--- src/rtl/vdp_pkg.sv ---
// Shared definitions for the video display datapath: register-file geometry
// and the register-file scan reader's state encoding.
package vdp_pkg;

    localparam int REG_ADDR_W = 2;
    localparam int REG_DATA_W = 16;
    localparam int NUM_REGS   = 4;

    typedef enum logic [2:0] {
        ST_IDLE,
        ST_SETUP,
        ST_SAMPLE,
        ST_PRESENT,
        ST_DONE
    } scan_state_t;

endpackage

--- src/rtl/regfile_scan_reader_if.sv ---
// Valid/ready stream carrying one sampled register word plus its index.
interface regfile_scan_reader_if #(
    parameter int ADDR_W = 2,
    parameter int DATA_W = 16
);
    logic [DATA_W-1:0] out_data;
    logic [ADDR_W-1:0] out_idx;
    logic              out_last;
    logic              out_valid;
    logic              out_ready;

    modport master (
        output out_data,
        output out_idx,
        output out_last,
        output out_valid,
        input  out_ready
    );

    modport slave (
        input  out_data,
        input  out_idx,
        input  out_last,
        input  out_valid,
        output out_ready
    );
endinterface

--- src/rtl/regfile_scan_reader.sv ---
// Walks the register-file read select over r0..NUM_REGS-1 and streams each
// sampled word out, tagged with its index; all outputs are registered.
module regfile_scan_reader #(
    parameter int NUM_REGS   = vdp_pkg::NUM_REGS,
    parameter int ADDR_W     = vdp_pkg::REG_ADDR_W,
    parameter int DATA_W     = vdp_pkg::REG_DATA_W,
    parameter int CONTINUOUS = 0
) (
    input  logic                  clk,
    input  logic                  rst,
    input  logic                  start,
    input  logic                  abort,
    output logic [ADDR_W-1:0]     rs,
    input  logic [DATA_W-1:0]     b,
    regfile_scan_reader_if.master strm,
    output logic                  busy,
    output logic                  done
);
    import vdp_pkg::*;

    localparam logic [ADDR_W-1:0] LAST_IDX = ADDR_W'(NUM_REGS - 1);

    scan_state_t       state_reg, state_next;
    logic [ADDR_W-1:0] idx_reg, idx_next;
    logic [ADDR_W-1:0] rs_reg, rs_next;
    logic [DATA_W-1:0] data_reg, data_next;
    logic [ADDR_W-1:0] oidx_reg, oidx_next;
    logic              last_reg, last_next;
    logic              valid_reg, valid_next;
    logic              busy_reg, busy_next;
    logic              done_reg, done_next;

    always_ff @(posedge clk) begin
        if (rst) begin
            state_reg <= ST_IDLE;
            idx_reg   <= '0;
            rs_reg    <= '0;
            data_reg  <= '0;
            oidx_reg  <= '0;
            last_reg  <= 1'b0;
            valid_reg <= 1'b0;
            busy_reg  <= 1'b0;
            done_reg  <= 1'b0;
        end else begin
            state_reg <= state_next;
            idx_reg   <= idx_next;
            rs_reg    <= rs_next;
            data_reg  <= data_next;
            oidx_reg  <= oidx_next;
            last_reg  <= last_next;
            valid_reg <= valid_next;
            busy_reg  <= busy_next;
            done_reg  <= done_next;
        end
    end

    always_comb begin
        state_next = state_reg;
        idx_next   = idx_reg;
        rs_next    = rs_reg;
        data_next  = data_reg;
        oidx_next  = oidx_reg;
        last_next  = last_reg;
        valid_next = valid_reg;

        case (state_reg)
            ST_IDLE: begin
                if (start) begin
                    rs_next    = '0;
                    idx_next   = '0;
                    state_next = ST_SETUP;
                end
            end
            // rs has been stable for a full cycle here, so b has settled
            ST_SETUP: state_next = ST_SAMPLE;
            ST_SAMPLE: begin
                data_next  = b;
                oidx_next  = idx_reg;
                last_next  = (idx_reg == LAST_IDX);
                valid_next = 1'b1;
                state_next = ST_PRESENT;
            end
            ST_PRESENT: begin
                if (valid_reg && strm.out_ready) begin
                    valid_next = 1'b0;
                    if (idx_reg == LAST_IDX) begin
                        state_next = ST_DONE;
                    end else begin
                        idx_next   = idx_reg + 1'b1;
                        rs_next    = idx_reg + 1'b1;
                        state_next = ST_SETUP;
                    end
                end
            end
            ST_DONE: begin
                if (CONTINUOUS != 0) begin
                    rs_next    = '0;
                    idx_next   = '0;
                    state_next = ST_SETUP;
                end else begin
                    state_next = ST_IDLE;
                end
            end
            default: state_next = ST_IDLE;
        endcase

        // A handshake coinciding with abort has already been accepted above
        if (abort && (state_reg != ST_IDLE)) begin
            state_next = ST_IDLE;
            valid_next = 1'b0;
        end

        busy_next = (state_next != ST_IDLE);
        done_next = (state_next == ST_DONE);
    end

    assign rs             = rs_reg;
    assign strm.out_data  = data_reg;
    assign strm.out_idx   = oidx_reg;
    assign strm.out_last  = last_reg;
    assign strm.out_valid = valid_reg;
    assign busy           = busy_reg;
    assign done           = done_reg;

endmodule

--- src/flat_wrapper.sv ---
// flat-port wrapper written by rule: the top's interface ports become plain ports
module regfile_scan_reader_flat import vdp_pkg::*;
#(
    parameter int NUM_REGS   = vdp_pkg::NUM_REGS,
    parameter int ADDR_W     = vdp_pkg::REG_ADDR_W,
    parameter int DATA_W     = vdp_pkg::REG_DATA_W,
    parameter int CONTINUOUS = 0
)
  (clk, rst, start, abort, rs, b, busy, done, strm_out_data, strm_out_idx, strm_out_last, strm_out_valid, strm_out_ready);
  regfile_scan_reader_if #(.ADDR_W(ADDR_W), .DATA_W(DATA_W)) strm_i ();
  input  logic clk;
  input  logic rst;
  input  logic start;
  input  logic abort;
  output logic [ADDR_W-1:0] rs;
  input  logic [DATA_W-1:0] b;
  output logic busy;
  output logic done;
  output wire logic [$bits(strm_i.out_data)-1:0] strm_out_data;
  output wire logic [$bits(strm_i.out_idx)-1:0] strm_out_idx;
  output wire logic [$bits(strm_i.out_last)-1:0] strm_out_last;
  output wire logic [$bits(strm_i.out_valid)-1:0] strm_out_valid;
  input wire logic [$bits(strm_i.out_ready)-1:0] strm_out_ready;
  assign strm_out_data = strm_i.out_data;
  assign strm_out_idx = strm_i.out_idx;
  assign strm_out_last = strm_i.out_last;
  assign strm_out_valid = strm_i.out_valid;
  assign strm_i.out_ready = strm_out_ready;
  regfile_scan_reader #(.NUM_REGS(NUM_REGS), .ADDR_W(ADDR_W), .DATA_W(DATA_W), .CONTINUOUS(CONTINUOUS)) u_core (.clk(clk), .rst(rst), .start(start), .abort(abort), .rs(rs), .b(b), .strm(strm_i), .busy(busy), .done(done));
endmodule
--- config.mk ---
export PLATFORM = sky130hd
export DESIGN_NAME = regfile_scan_reader_flat
export DESIGN_NICKNAME = d
export VERILOG_FILES = /design/src/rtl/vdp_pkg.sv /design/src/rtl/regfile_scan_reader_if.sv /design/src/rtl/regfile_scan_reader.sv /design/src/flat_wrapper.sv
export SDC_FILE = /design/constraint.sdc
export NUM_CORES = 1
export LEC_CHECK = 0
export ABC_AREA = 1
export ABC_CLOCK_PERIOD_IN_PS = 1100
export CAP_MARGIN = 20
export CORE_ASPECT_RATIO = 0.8
export CORE_UTILIZATION = 41
export DETAILED_ROUTE_END_ITERATION = 10
export PLACE_DENSITY = 0.77
export SETUP_SLACK_MARGIN = 0.05
export SLEW_MARGIN = 20
export SYNTH_ARGS = -nofsm -noshare
export SYNTH_HDL_FRONTEND = slang
export SYNTH_SLANG_ARGS = --single-unit
--- constraint.sdc ---
create_clock -name clk -period 1.1 [get_ports clk]
set_input_delay 0.11 -clock clk [delete_from_list [all_inputs] [get_ports clk]]
set_output_delay 0.11 -clock clk [all_outputs]
set_load 0.01 [all_outputs]
======== After elaboration in Yosys (flattened, before gate mapping) ========
Cells that the tools add are included.
word-level totals
  flip-flop bits (word level) ............. 27
  output and inout port bits .............. 24
  word-level logic and storage cells ...... 38
cells by class
  add/sub/neg operators ................... 1
  eq/ne operators ......................... 8
  multiplexer cells ....................... 11
  reductions and logical operators ........ 10
operators with widths
  operator               count
  $mux W3                4
  $pmux W3 S4            1
  $eq A3 B2 Y1 const B   2
  $mux W2                3
  $reduce_bool A3 Y1     2
  $ne A2 B2 Y1 const B   2
  $pmux W2 S2            1
  $reduce_and A4 Y1      1
  $reduce_bool A2 Y1     2
  $eq A3 B1 Y1 const B   1
  $eq A3 B3 Y1 const B   1
  $logic_not A3 Y1       1
  $add A2 B1 Y2 const B  1
  $eq A2 B2 Y1 const B   1
  $logic_and A1 B1 Y1    2
  $ne A2 B1 Y1 const B   1
  $pmux W1 S2            1
  $reduce_and A2 Y1      1
  $reduce_or A2 Y1       1
  $mux W1                1

======== Depth between registers and ports, before layout ========
Gate-level depths: netlist of the first run.
  depth after elaboration ................. 6
  depth in mapped cells ................... 6
  depth with buffers taken out ............ 6

======== Worst setup path before layout of the first run ========
OpenSTA, ideal clock, no wires.
  kind .................................... reg-to-reg
  start ................................... reg u_core.idx_reg[1]
  end ..................................... reg u_core.busy_reg (netlist: u_core.busy)
  data arrival time ....................... 1.039 ns
  data required time ...................... 1.038 ns
  setup slack ............................. -0.002 ns
  stages on the path, launching flop included .. 6
  buffers on the path ..................... 0
  cell sequence ........................... dfxtp_1 ha_1 nand3_1 nor3_1 nand3_2 nand3_1
on the way
  cells in the longest elaborated chain, start to end .. 6
RTL lines
  element                   RTL line                    source
  start: declaration        regfile_scan_reader.sv:24   logic [ADDR_W-1:0] idx_reg, idx_next;
  start signal: assignment  regfile_scan_reader.sv:46   idx_reg <= idx_next;
  $eq A2 B2 Y1              regfile_scan_reader.sv:86   if (idx_reg == LAST_IDX) begin
  $mux W3                   regfile_scan_reader.sv:86
  $mux W3                   regfile_scan_reader.sv:84   if (valid_reg && strm.out_ready) begin
  $pmux W3 S4               regfile_scan_reader.sv:66   case (state_reg)
  $mux W3                   regfile_scan_reader.sv:108  if (abort && (state_reg != ST_IDLE)) begin
  $reduce_bool A3 Y1        regfile_scan_reader.sv:113  busy_next = (state_next != ST_IDLE);
  end signal: assignment    regfile_scan_reader.sv:52   busy_reg <= busy_next;
  end: declaration          regfile_scan_reader.sv:30   logic busy_reg, busy_next;
No other way between the ends.
A chain may end at the register's enable or synchronous reset.

======== Worst setup path after layout of the first run ========
  start ................................... reg u_core.state_reg[2]
  end ..................................... reg u_core.data_reg[9] (netlist: u_core.strm.out_data[9])
on the way
  cells in the longest elaborated chain, start to end .. 1
RTL lines
  element                   RTL line                   source
  start: declaration        regfile_scan_reader.sv:23  scan_state_t state_reg, state_next;
  start signal: assignment  regfile_scan_reader.sv:45  state_reg <= state_next;
  $eq A3 B2 Y1              regfile_scan_reader.sv:66
  end signal: assignment    regfile_scan_reader.sv:48  data_reg <= data_next;
  end: declaration          regfile_scan_reader.sv:26  logic [DATA_W-1:0] data_reg, data_next;
No other way between the ends.

==> results by group, run 1 <==
Run status
  – Status: completed

Drt
  – Via count: 1,066
  – Routed WL: 2870 um
  – DRC: 0
  – DRT Pass-1 Iters: 4
  – Routed len/inst: 12.8 um
  – Initial DRC count: 78
  – DRT antenna net count: 0
  – Vias per cell: 4.76

Timing
  – Worst slew margin: 83.5%
  – Final Skew: 8.71 ps
  – Max Slew Vio Count: 0
  – RSZ-0062 raised after global routing: true
  – Fin crit share: 95.2%
  – Setup ws final: 52.5 ps
  – Setup Total Neg Slack: 0 ps
  – Actual slew at the worst max-slew pin: 247 ps
  – Fin crit period: 1050 ps
  – Fmax: 955 MHz
  – Final hold viol count: 0
  – Final setup vio count: 0

GRT
  – Met1 Track Usage GR: 22.9%
  – GR Layer Usage met2: 35.0%
  – Initial antenna violation count: 0
  – First-pass GRT wire length: 3960 um
  – GRT overflow: 0
  – Met3 usage: 4.59%
  – Pin count of the biggest net entering global routing: 20
  – Gr busiest metal: met2
  – Vias in the first global route: 951
  – GRT Overall Usage: 19.2%

Min path
  – Worst Hold End: u_core.strm.out_data[12]
  – Hold Crit Class: primary input to flop
  – Hold depth: 3
  – HP Start: b[12]

Clock network
  – Clock Sinks: 27
  – Clock Latency Late Sink: 320 ps
  – CTS Buffer Depth: 2
  – CTS tree: done
  – CTS Hold Bufs: 0
  – Number of buffers created by CTS: 3
  – Clk slew on worst S/H paths: 140 ps
  – Clk Tree Root Cell: clkbuf_4
  – H-tree depth: 1

Layout
  – Area of the multi-input gates: 542 um2
  – Cell area after layout: 0.00173 mm2
  – Layout Nets: 211
  – Register area: 576 um2
  – Final core utilization: 70.3%
  – Layout cells sized above 1: 48.9%
  – Area added between synthesis and finish: 61.4%
  – Max FFs per register: 16
  – Number of diodes: 0
  – Fillers: 202

Worst setup path
  – Reg-to-reg startpoint: u_core.state_reg[2]
  – Worst R2R End: u_core.strm.out_data[9]
  – Critical path class: flop to flop
  – Required @ worst endpoint: 1360 ps
  – Critical path cell sequence: inv_4 > nand3_4 > inv_4 > buf_8 > nand2_4 > a21oi_2
  – Worst Reg-to-Reg Cells: 6
  – CP peak stage delay: 400 ps
  – Most used cell, CP: inv_4
  – CP arrival: 1300 ps
  – Setup crit start: u_core.state_reg[2]
  – CP Launch Type: flop
  – CP max FO: 5
  – Crit end category: flop
  – Crit-path slowest cell: dfxtp_4
  – Flop-to-flop setup slack: 50 ps

Placement
  – Placed Instance Area: 0.00156 mm2
  – DP HPWL: 1920 um
  – Post-Place Setup Slack: -119 ps
  – Routability Congestion: 0.808
  – PortBufs: 44

Die
  – Row count: 16
  – Starting Density: 43.5%
  – Core region area: 0.00246 mm2
  – Chip Height: 47.7 um
  – Die Wd: 59.2 um
  – # IOs: 45
  – Die area: 0.00283 mm2

Power and ir drop
  – Peak supply drop: 0.931 mV
  – Leakage: 0.722 nW
  – Power Dens Cells: 1220 mW/mm2

Synthesis
  – Area contributors post-synth: dfxtp_1 (50%), nand2_1 (15%), a21oi_2 (8.2%)
  – Syn Area/Cell: 8.12 um2
  – Synth top area share: 50.4%
  – Warnings, synthesis: 0
  – Mapped cell area: 0.00107 mm2
  – Synth Register Bits: 27
  – Synthesized net count: 154
  – Largest area contributor in the netlist: dfxtp_1
  – Seq/Total Area, Yosys: 50.4%
  – Unique cell type count in the Yosys netlist: 19
  – Cells after Synth: 132

Flow run
  – MaxCap Viol Count: 0
## cell usage in the layout, fill, tap and decap left out
| cell | synthesis | final |
|---|---|---|
| a21oi_1 | 12 | 10 |
| a21oi_2 | 10 | 12 |
| buf_12 | 1 | 1 |
| buf_2 | 3 | 4 |
| buf_4 | 1 | 8 |
| buf_6 | 1 | 3 |
| buf_8 | 0 | 2 |
| clkbuf_2 | 0 | 15 |
| clkbuf_4 | 0 | 3 |
| clkdlybuf4s15_1 | 0 | 4 |
| clkdlybuf4s15_2 | 0 | 1 |
| clkdlybuf4s50_1 | 0 | 20 |
| clkinv_2 | 0 | 1 |
| dfxtp_1 | 27 | 9 |
| dfxtp_2 | 0 | 13 |
| dfxtp_4 | 0 | 5 |
| ha_4 | 0 | 1 |
| inv_1 | 10 | 5 |
| inv_2 | 2 | 5 |
| inv_4 | 0 | 2 |
| nand2_1 | 43 | 37 |
| nand2_2 | 0 | 4 |
| nand2_4 | 0 | 2 |
| nand3_1 | 8 | 4 |
| nand3_2 | 2 | 4 |
| nand3_4 | 0 | 2 |
| nand4_1 | 1 | 1 |
| nor2_1 | 5 | 4 |
| nor2_4 | 0 | 2 |
| nor3_2 | 0 | 1 |
| o21ai_1 | 1 | 2 |
| o21ai_4 | 0 | 1 |
## stage by stage
step / power (mW) / hold WS, ps / cells
finish: 2.11 / 326 / 224
global route: 2.23 / 322 / 224
CTS: 2.03 / 320 / 218
detailed placement: 1.61 / 456 / 211
global placement: 1.60 / 452 / 211
floorplan: 1.37 / 253 / 132
## how the worst max path moves through the flow
stage,end,slack (ps),cells past startpoint
after floorplan,u_core.busy,90,6
after global placement,u_core.idx_reg[0],-60,6
after detailed placement,u_core.idx_reg[0],-120,6
after CTS,strm_out_valid,8,1
after global routing,u_core.idx_reg[1],-20,5
final,u_core.strm.out_data[9],50,6
## cells by family after synthesis
family	count (synthesis)	share of synthesized area, %
AOI/OAI and AO/OA	25	15.2
adders and majority gates	1	1.17
buffers and inverters	18	9.22
and+or+nand+nor	61	24.0
DFF	27	50.4
## report_power, final
part	internal, mW	switching, mW
logic	0.295	0.294
registers	1.06	0.0492
clock network	0.136	0.283
## synthesized netlist by cell type (all sizes together)
library cell / count
nand2: 43
nand3: 10
nand4: 1
dfxtp: 27
ha: 1
nor2: 6
buf: 6
a21oi: 22
inv: 12
nor3: 1
o21ai: 3
## worst max-delay path, delay by kind of cell, from the launching register on
family,cells,cell delay [ps]
AND/OR/NAND/NOR,2,130
buffers and inverters,3,320
flip-flops,1,400
AO/OA/AOI/OAI,1,140
## per-layer routing
metal | wire length (um) | share of wire, %
met3 | 175 | 6.1
met2 | 1430 | 50
met5 | 0 | 0
met4 | 41 | 1.4
met1 | 1220 | 43
## layout make-up
class	count	area share, %
Clock inverter	1	0.289
Inverter	12	2.89
Timing Repair Buffer	58	28.3
Clock buffer	3	1.30
Sequential cell	27	33.3
Multi-Input combinational cell	87	31.3
Tap cell	36	2.60
## what timing repair did
action / in CTS / in global routing
endpoints found under the setup margin: 49 / 50
cloned: 0 / 2
pin swaps: 1 / 4
setup buffers: 3 / 4
resized for setup: 67 / 67
Note: power is estimated with default switching activity, not from simulation.
==> inputs of run 2 (changes only) <==
CTS_CLUSTER_DIAMETER = 120   (was default)
==> results of run 2 <==
Final layout, timing and power as in run 1 (identical DEF).
==> inputs of run 3 (changes only) <==
CORE_MARGIN = 3   (was default)
GPL_TIMING_DRIVEN = 0   (was default)
REMOVE_ABC_BUFFERS = 1   (was default)
==> run 3 against run 2 <==
Compared with the run above:
- the flow now finishes with violations (negative setup slack)
- die area is 16% higher
- via count up 16%
- worst hold slack barely moved
- power increased by 7.4%
- register-to-register slack worse by 170 ps
- routed wire length rose by 41%
- critical path type unchanged
==> results by group, run 3 (synthesized netlist as in run 1, its figures left out) <==
Drt
  – Routed WL: 4040 um (+41%)
  – DRT Pass-1 Iters: 4 (unchanged)
  – Routed len/inst: 17.3 um (+35%)
  – Initial DRC count: 70 (-10%)
  – Via count: 1,241 (+16%)
  – Vias per cell: 5.33 (+12%)
  – DRC: 0 (unchanged)
  – DRT antenna net count: 0 (unchanged)

Placement
  – PortBufs: 44 (unchanged)
  – Post-Place Setup Slack: -817 ps (-698 ps)
  – Routability Congestion: 0.746 (-7.6%)
  – Cells after DPL: 204 (-3.3%)
  – DP HPWL: 1880 um (-2.4%)

Clock network
  – CTS tree: done
  – Clock Sinks: 27 (unchanged)
  – Clk Tree Root Cell: clkbuf_4
  – Clock Latency Late Sink: 340 ps (+20 ps)
  – Number of buffers created by CTS: 3 (unchanged)
  – H-tree depth: 1 (unchanged)
  – CTS Buffer Depth: 2 (unchanged)
  – Clk slew on worst S/H paths: 150 ps (about the same)
  – CTS Hold Bufs: 0 (unchanged)

Die
  – Chip Height: 51.7 um (+8.4%)
  – Starting Density: 46.4% (+2.9 points)
  – Row count: 15 (-1)
  – Core region area: 0.00231 mm2 (-6.3%)
  – # IOs: 45 (unchanged)
  – Die Wd: 63.2 um (+6.8%)
  – Die area: 0.00327 mm2 (+16%)

GRT
  – Vias in the first global route: 1,178 (+24%)
  – GRT Overall Usage: 22.4% (+3.2 points)
  – Initial antenna violation count: 0 (unchanged)
  – First-pass GRT wire length: 5510 um (+39%)
  – GRT overflow: 0 (unchanged)
  – Pin count of the biggest net entering global routing: 21 (+5.0%)

Timing
  – Fmax: 823 MHz (-14%)
  – Final Skew: 12.5 ps (+3.74 ps)
  – Fin crit share: 110% (+15 points)
  – Worst Hold Slack: 326 ps (+0.372 ps)
  – Final setup vio count: 27 (+27)
  – Actual slew at the worst max-slew pin: 573 ps (+326 ps)
  – Fin crit period: 1210 ps (+167 ps)
  – RSZ-0062 raised after global routing: true
  – Max Slew Vio Count: 0 (unchanged)
  – Worst slew margin: 61.8% (-22 points)
  – Final hold viol count: 0 (unchanged)
  – Setup ws final: -115 ps (-167 ps)

Run status
  – Failing checks: negative setup slack
  – Status: complete, but fails checks

Min path
  – HP Start: b[7]
  – Hold Crit Class: primary input to flop

Layout
  – Layout Nets: 222 (+5.2%)
  – Most frequent cells in the layout: nand2_1 (29), clkbuf_2 (20), clkdlybuf4s50_1 (19), buf_4 (14), a21oi_2 (13)
  – Max FFs per register: 16 (unchanged)
  – Fin cells: 233 (+4.0%)
  – Fillers: 149 (-26%)
  – Layout cells sized above 1: 58.3% (+9.4 points)
  – Area added between synthesis and finish: 75.1%
  – Final core utilization: 81.4% (+11 points)
  – Number of diodes: 0 (unchanged)
  – Commonest non-fill, non-tap cell in the layout: nand2_1

Worst setup path
  – Crit end category: flop
  – CP max FO: 6 (+1)
  – Setup crit start: u_core.state_reg[0]
  – Required @ worst endpoint: 1370 ps (about the same)
  – CP Launch Type: flop
  – CP arrival: 1480 ps (+180 ps)
  – Flop-to-flop setup slack: -110 ps (-170 ps)
  – Critical path class: flop to flop
  – Reg-to-reg startpoint: u_core.state_reg[0]

Flow run
  – MaxCap Viol Count: 0 (unchanged)

Power and ir drop
  – Power Dens Cells: 1210 mW/mm2 (-1.1%)
  – Leakage: 0.792 nW (+9.7%)
  – Final Power: 2.27 mW (+7.4%)
  – Peak supply drop: 0.743 mV (-20%)
[run 3: cell count changes in the layout (fill, tap and decap cells not counted), sizes merged]
cell and delta:
clkinvlp +3, clkbuf +6, clkdlybuf4s15 -2, clkdlybuf4s50 -1, inv -1, clkinv -1
nand3 +2, buf +5
[run 3: per-stage QoR]
| step | setup TNS [ps] | area, um2 |
|---|---|---|
| after global placement | -16920 | 1500 |
| final | -1610 | 1880 |
| after global routing | -3180 | 1880 |
| after CTS | -147 | 1840 |
| after floorplan | -4010 | 1020 |
| after detailed placement | -17510 | 1500 |
[run 3: worst max-delay path, cell delays in order (launching register included)]
cell     delay [ps]
dfxtp_4         420
inv_4            40
buf_4           120
buf_4           150
nand3_4         130
nand2_1         110
a21oi_2         170
[run 3: path summary, 6_finish.rpt]
check / depth (start not counted) / to
worst max register to register: 6 / u_core.strm.out_data[5]
worst min-delay path: 3 / u_core.strm.out_data[7]
worst min register to register: 2 / u_core.strm.out_data[10]
worst max-delay path: 6 / u_core.strm.out_data[5]
[run 3: report_power, final]
part / switching [mW] / internal [mW] / leakage, nW
clock network: 0.293 / 0.143 / 0.0150
logic: 0.395 / 0.328 / 0.549
registers: 0.0580 / 1.05 / 0.228
total: 0.746 / 1.52 / 0.792
[run 3: final cells by class]
class	instances	area [um2]	area share [%]
multi-input combinational	89	643	34.2
timing repair buffer	65	526	28.0
tap	34	42.5	2.27
clock buffer	4	26.3	1.40
sequential	27	572	30.4
inverter	12	53.8	2.86
timing repair inverter	2	15.0	0.799
[run 3: routing by layer]
layer	part of all wire, %	GRT usage [%]
met5	0	0
met4	3.3	8.60
met3	5.2	5.83
met2	52	41.7
met1	40	24.7
[run 3: what timing repair did]
item | 4_1_cts | 5_1_grt
gates cloned | 4 | 1
buffers inserted | 14 | 6
pin swaps | 8 | 7
setup endpoints to repair | 51 | 50
resized for setup | 106 | 51
hold endpoints to repair | 0 | 0
